File: src/rtl/id_stall_bubble_ctrl_if.sv
// Fetch-to-decode handshake bundle between fetch, the hazard comparator and the IF/ID stall controller.
// The master side drives fetch/control inputs; the slave side (the controller) drives decode-facing outputs.
interface id_stall_bubble_ctrl_if #(
  parameter int unsigned CNT_W = 16
);
  logic [15:0]      inst_fetch;
  logic [15:0]      pc_fetch;
  logic             sendNOP;
  logic             flush;
  logic [15:0]      inst_id;
  logic [15:0]      pc_id;
  logic             pc_write_en;
  logic             NOPEx;
  logic             NOPMem;
  logic             NOPWB;
  logic             stall_err;
  logic [CNT_W-1:0] stall_cycles;

  modport master (
    output inst_fetch, pc_fetch, sendNOP, flush,
    input  inst_id, pc_id, pc_write_en, NOPEx, NOPMem, NOPWB, stall_err, stall_cycles
  );

  modport slave (
    input  inst_fetch, pc_fetch, sendNOP, flush,
    output inst_id, pc_id, pc_write_en, NOPEx, NOPMem, NOPWB, stall_err, stall_cycles
  );
endinterface

File: src/rtl/id_stall_bubble_ctrl.sv
// IF/ID pipeline register with stall/bubble injection, branch squash, per-stage valid flags
// and stall statistics (saturating stall counter, sticky stuck-stall flag).
module id_stall_bubble_ctrl #(
  parameter logic [15:0] NOP_INST  = 16'h0800,
  parameter int unsigned MAX_STALL = 8,
  parameter int unsigned CNT_W     = 16
) (
  input logic                 clk,
  input logic                 rst,
  id_stall_bubble_ctrl_if.slave bus
);

  localparam int unsigned RUN_W = $clog2(MAX_STALL + 1);

  typedef enum logic [1:0] {
    S_RUN   = 2'd0,
    S_STALL = 2'd1,
    S_STUCK = 2'd2
  } state_e;

  state_e           state_q, state_d;
  logic [RUN_W-1:0] run_len_q, run_len_d;
  logic             stall_err_q, stall_err_d;

  logic [15:0]      inst_id_q, inst_id_d;
  logic [15:0]      pc_id_q, pc_id_d;
  logic             id_valid_q, id_valid_d;
  logic             nop_ex_q, nop_ex_d;
  logic             nop_mem_q, nop_wb_q;
  logic [CNT_W-1:0] stall_cycles_q, stall_cycles_d;

  logic             stall;

  // sendNOP is active low; a flush in the same cycle overrides the stall
  assign stall           = ~bus.sendNOP & ~bus.flush;
  assign bus.pc_write_en = rst | bus.flush | bus.sendNOP;

  // FSM state register
  always_ff @(posedge clk) begin
    if (rst) begin
      state_q     <= S_RUN;
      run_len_q   <= '0;
      stall_err_q <= 1'b0;
    end else begin
      state_q     <= state_d;
      run_len_q   <= run_len_d;
      stall_err_q <= stall_err_d;
    end
  end

  // FSM next state: track length of the current stall run
  always_comb begin
    state_d   = state_q;
    run_len_d = run_len_q;
    case (state_q)
      S_RUN: begin
        if (stall) begin
          state_d   = S_STALL;
          run_len_d = RUN_W'(1);
        end
      end
      S_STALL: begin
        if (!stall) begin
          state_d   = S_RUN;
          run_len_d = '0;
        end else if (run_len_q >= RUN_W'(MAX_STALL)) begin
          state_d = S_STUCK;
        end else begin
          run_len_d = run_len_q + RUN_W'(1);
        end
      end
      S_STUCK: begin
        if (!stall) begin
          state_d   = S_RUN;
          run_len_d = '0;
        end
      end
      default: begin
        state_d   = S_RUN;
        run_len_d = '0;
      end
    endcase
  end

  // FSM output: stuck flag is sticky until reset
  always_comb begin
    stall_err_d = stall_err_q | (state_d == S_STUCK);
  end

  // IF/ID register and bubble tracking, priority flush > stall > advance
  always_comb begin
    inst_id_d      = inst_id_q;
    pc_id_d        = pc_id_q;
    id_valid_d     = id_valid_q;
    nop_ex_d       = 1'b0;
    stall_cycles_d = stall_cycles_q;
    if (bus.flush) begin
      inst_id_d  = NOP_INST;
      pc_id_d    = bus.pc_fetch;
      id_valid_d = 1'b0;
    end else if (stall) begin
      if (stall_cycles_q != {CNT_W{1'b1}}) begin
        stall_cycles_d = stall_cycles_q + CNT_W'(1);
      end
    end else begin
      inst_id_d  = bus.inst_fetch;
      pc_id_d    = bus.pc_fetch;
      id_valid_d = (bus.inst_fetch != NOP_INST);
      nop_ex_d   = id_valid_q;
    end
  end

  always_ff @(posedge clk) begin
    if (rst) begin
      inst_id_q      <= NOP_INST;
      pc_id_q        <= '0;
      id_valid_q     <= 1'b0;
      nop_ex_q       <= 1'b0;
      nop_mem_q      <= 1'b0;
      nop_wb_q       <= 1'b0;
      stall_cycles_q <= '0;
    end else begin
      inst_id_q      <= inst_id_d;
      pc_id_q        <= pc_id_d;
      id_valid_q     <= id_valid_d;
      nop_ex_q       <= nop_ex_d;
      nop_mem_q      <= nop_ex_q;
      nop_wb_q       <= nop_mem_q;
      stall_cycles_q <= stall_cycles_d;
    end
  end

  assign bus.inst_id      = inst_id_q;
  assign bus.pc_id        = pc_id_q;
  assign bus.NOPEx        = nop_ex_q;
  assign bus.NOPMem       = nop_mem_q;
  assign bus.NOPWB        = nop_wb_q;
  assign bus.stall_err    = stall_err_q;
  assign bus.stall_cycles = stall_cycles_q;

endmodule

File: src/flat_wrapper.sv
// flat-port wrapper written by rule: the top's interface ports become plain ports
module id_stall_bubble_ctrl_flat 
#(
  parameter logic [15:0] NOP_INST  = 16'h0800,
  parameter int unsigned MAX_STALL = 8,
  parameter int unsigned CNT_W     = 16
)
  (clk, rst, bus_inst_fetch, bus_pc_fetch, bus_sendNOP, bus_flush, bus_inst_id, bus_pc_id, bus_pc_write_en, bus_NOPEx, bus_NOPMem, bus_NOPWB, bus_stall_err, bus_stall_cycles);
  id_stall_bubble_ctrl_if #(.CNT_W(CNT_W)) bus_i ();
  input logic clk;
  input logic rst;
  input wire logic [$bits(bus_i.inst_fetch)-1:0] bus_inst_fetch;
  input wire logic [$bits(bus_i.pc_fetch)-1:0] bus_pc_fetch;
  input wire logic [$bits(bus_i.sendNOP)-1:0] bus_sendNOP;
  input wire logic [$bits(bus_i.flush)-1:0] bus_flush;
  output wire logic [$bits(bus_i.inst_id)-1:0] bus_inst_id;
  output wire logic [$bits(bus_i.pc_id)-1:0] bus_pc_id;
  output wire logic [$bits(bus_i.pc_write_en)-1:0] bus_pc_write_en;
  output wire logic [$bits(bus_i.NOPEx)-1:0] bus_NOPEx;
  output wire logic [$bits(bus_i.NOPMem)-1:0] bus_NOPMem;
  output wire logic [$bits(bus_i.NOPWB)-1:0] bus_NOPWB;
  output wire logic [$bits(bus_i.stall_err)-1:0] bus_stall_err;
  output wire logic [$bits(bus_i.stall_cycles)-1:0] bus_stall_cycles;
  assign bus_i.inst_fetch = bus_inst_fetch;
  assign bus_i.pc_fetch = bus_pc_fetch;
  assign bus_i.sendNOP = bus_sendNOP;
  assign bus_i.flush = bus_flush;
  assign bus_inst_id = bus_i.inst_id;
  assign bus_pc_id = bus_i.pc_id;
  assign bus_pc_write_en = bus_i.pc_write_en;
  assign bus_NOPEx = bus_i.NOPEx;
  assign bus_NOPMem = bus_i.NOPMem;
  assign bus_NOPWB = bus_i.NOPWB;
  assign bus_stall_err = bus_i.stall_err;
  assign bus_stall_cycles = bus_i.stall_cycles;
  id_stall_bubble_ctrl #(.NOP_INST(NOP_INST), .MAX_STALL(MAX_STALL), .CNT_W(CNT_W)) u_core (.clk(clk), .rst(rst), .bus(bus_i));
endmodule
File: config.mk
export PLATFORM = sky130hd
export DESIGN_NAME = id_stall_bubble_ctrl_flat
export DESIGN_NICKNAME = d
export VERILOG_FILES = /design/src/rtl/id_stall_bubble_ctrl_if.sv /design/src/rtl/id_stall_bubble_ctrl.sv /design/src/flat_wrapper.sv
export SDC_FILE = /design/constraint.sdc
export NUM_CORES = 1
export LEC_CHECK = 0
export BUFFER_PORTS_ARGS = -buffer_cell sky130_fd_sc_hd__clkbuf_2
export CORE_MARGIN = 3
export CORE_UTILIZATION = 24
export DETAILED_ROUTE_END_ITERATION = 8
export PLACE_DENSITY = 0.42
export SETUP_SLACK_MARGIN = 0.1
export SYNTH_ARGS = -nofsm -noshare
export SYNTH_HDL_FRONTEND = slang
export SYNTH_SLANG_ARGS = --single-unit
File: constraint.sdc
create_clock -name clk -period 2 [get_ports clk]
set_clock_uncertainty 0.15 [all_clocks]
set_input_delay 0.3 -clock clk [delete_from_list [all_inputs] [get_ports clk]]
set_output_delay 0.3 -clock clk [all_outputs]
set_load 0.1 [all_outputs]
==> results.yml <==
routing:
  vias: 2220
  ant_nets: 0
  wl_per_cell_microns: 12.9
  drt_iter0_markers: 95
  routed_via_density: 4.46
  post-route-drc-count: 0
  routed_wl_microns: 6410
  firstDrtPassIters: 4
critical_path:
  path_cells: "ha_4 > and4_1 > nor3b_4 > or4_1 > a21oi_1"
  reg2reg_setup_slack_ns: 0.18
  crit_fanout: 8
  worstReg2RegEnd: "u_core.bus.stall_cycles[9]$_SDFFE_PP0P_"
  path_class: "register to register"
  critPathCaptureType: "register"
  worst_path_max_delay_cell: "or4_1"
  cp.arrival_ns: 1.94
  startpoint: "u_core.bus.stall_cycles[0]$_SDFFE_PP0P_"
  critPathMaxStageDelay_ns: 0.51
  path_delay_family: "simple AND/OR/NAND/NOR gates"
  r2r-start: "u_core.bus.stall_cycles[0]$_SDFFE_PP0P_"
  cp-start-kind: "register"
  cp.required_ns: 2.11
  timing.critical_path.buf_inv: 0
  r2r_cells: 5
timing:
  maxSlewViolCount: 0
  finalHoldViolCount: 0
  fmax_mhz: 548
  slew_headroom_pct: 63.0
  final.min_clock_period_ns: 1.82
  rsz0062_at_grt: "no"
  tightest_slew_ns: 0.557
  setup_viol: 0
  tns_ns: 0
  fin_crit_sh_pct: 91.2
synth:
  synthDominantCellAreaShare_pct: 48.8
  yosysTopAreaCell: "dfxtp_1"
  ys_warn_count: 0
  yosysSeqAreaShare_pct: 48.8
  syn_nets: 311
  synthTopCellsByArea: "dfxtp_1 (49%), a21oi_1 (7.4%), mux2i_1 (6.6%)"
  synthFlopType: "dfxtp_1"
  synth_cell_types: 38
  synth_async_sr_flop_share_pct: 0
  synth-edff-count: 0
  syn_inst: 272
  ys_ff_latch: 59
  synth_area_sq_um: 2420
  avgSynthCellArea_sq_um: 8.90
floorplanning:
  dieWidth_microns: 106
  fp.dieH_microns: 106
  core_area_sq_um: 9770
  io_pins: 89
  fp-row-count: 36
  initial_core_util_pct: 24.8
  dieArea_sq_um: 11300
final_layout:
  final_cell_mix: "clkbuf_2 (87), dfxtp_1 (43), nand2_1 (41)"
  design_area_sq_um: 3290
  final_nets: 399
  num-fill-cells: 1076
  syn2layout_area_growth_pct: 35.7
  diodes: 0
  final_common_cell: "clkbuf_2"
  drive_above_1_share_pct: 35.9
  stdcell_count: 498
hold_path:
  min_path_cells: 3
  hp-class: "input port to register"
  min_to: "u_core.bus.pc_id[12]$_SDFFE_PP0P_"
  hold_path.startpoint: "bus_pc_fetch[12]"
global_route:
  track_usage_pct: 11.8
  grt_pass1_wl_microns: 10700
  grt_overflow: 0
  antenna_found_initial: 0
  grt_max_degree: 39
  grt_pass1_vias: 2176
power:
  swShare_pct: 28.7
  pwr-share-seq_pct: 41.4
  ir_worst_vdd_uv: 442
  p_leak_nw: 1.42
  power_density_nw_per_um2: 901
  intPower_mw: 2.11
  pwr-share-comb_pct: 15.0
  p_clk_share_pct: 43.6
  p_switching_uw: 851
place:
  place.gp.congestion: 0.717
  dpl.hpwl_microns: 4550
  dp_cells: 482
  numPortBuffers: 88
  postPlaceCellArea_sq_um: 3040
clock_network:
  cts_tree: "yes"
  cts_buffers: 9
  clockBufferDepth: 2
  clkLatencyLatePin_ns: 0.33
  clk_pin_slew_ns: 0.07
  clockRootBuffer: "clkbuf_8"
  clock_sinks: 59
  h-tree-depth: 3
run_status:
  outcome: "completed"
flow_run:
  drv_cap: 0
==> kinds of logic after synthesis <==
group,count (synthesis),synth area share [%]
multiplexers,16,6.61
AO/OA/AOI/OAI,61,14.1
flip-flops,59,48.8
AND/OR/NAND/NOR,113,24.7
XOR/XNOR,1,0.362
buffers and inverters,19,3.93
adder cells (fa/ha/maj),3,1.55
==> per-stage QoR <==
step / hold slack, ns / power, mW / setup slack [ns] / util [%]
2_1_floorplan: 0.252 / 1.59 / 0.100 / -
4_1_cts: 0.0129 / 3.02 / 0.167 / 33.6
3_3_place_gp: 0.289 / 1.70 / 0.149 / 31.1
6_report: 0.0399 / 2.96 / 0.175 / 33.6
5_1_grt: 0.0286 / 3.10 / 0.105 / 33.6
3_5_place_dp: 0.296 / 1.70 / 0.0963 / 31.1
==> metal layers <==
layer | share of wire, % | GRT usage (%)
met5 | 0 | 0
met4 | 0.69 | 3.56
met3 | 8.2 | 5.59
met2 | 46 | 18.6
met1 | 45 | 14.3
==> sequential cells by signal, indices dropped and copies added, names as in the netlist <==
signal and flops:
u_core.bus.NOPEx 1, u_core.bus.NOPMem 1, u_core.bus.NOPWB 1, u_core.bus.inst_id 16
u_core.bus.pc_id 16, u_core.bus.stall_cycles 16, u_core.bus.stall_err 1, u_core.id_valid_q 1
u_core.run_len_q 4, u_core.state_q 2
==> cells in the mapped netlist (all sizes together) (4+ instances only) <==
cell	n
buf	7
o21ai	14
a21oi	36
nand4	7
o31ai	5
and3	6
nor2	20
nand2	41
or3	13
mux2i	16
dfxtp	59
inv	4
clkbuf	8
==> power groups by stage <==
stage / combinational, mW / sequential (mW) / clock, mW
6_report: 0.443 / 1.23 / 1.29
3_5_place_dp: 0.448 / 1.25 / 0
2_1_floorplan: 0.105 / 1.49 / 0
5_1_grt: 0.474 / 1.23 / 1.39
3_3_place_gp: 0.449 / 1.25 / 0
4_1_cts: 0.449 / 1.23 / 1.34
==> area by class of cell <==
type,instances,area (sq um),share of cell area (%)
Sequential cell,59,1220,37.1
Multi-Input combinational cell,194,1160,35.4
Timing Repair Buffer,92,485,14.8
Clock buffer,13,170,5.18
Tap cell,133,166,5.06
Clock inverter,3,66.3,2.02
Inverter,4,15.0,0.457
==> worst register-to-register path, cell delays in order, from the launching register on <==
cell and delay, ns:
dfxtp_4 0.37, ha_4 0.17, and4_1 0.23, nor3b_4 0.19, or4_1 0.51, a21oi_1 0.14
==> how the worst max path moves through the flow <==
stage                                                     endpoint  depth (start not counted)
after floorplan            u_core.bus.stall_cycles[9]$_SDFFE_PP0P_                          5
after global placement    u_core.bus.stall_cycles[13]$_SDFFE_PP0P_                          5
after detailed placement  u_core.bus.stall_cycles[13]$_SDFFE_PP0P_                          5
after CTS                  u_core.bus.stall_cycles[9]$_SDFFE_PP0P_                          5
after global routing       u_core.bus.stall_cycles[9]$_SDFFE_PP0P_                          5
final                      u_core.bus.stall_cycles[9]$_SDFFE_PP0P_                          5
==> what timing repair did <==
action | 4_1_cts | 5_1_grt
hold buffers | 0 | 0
setup buffers | 0 | 0
gates resized for setup | 0 | 1
setup endpoints to repair | 0 | 2
(Power assumes the default switching activity.)
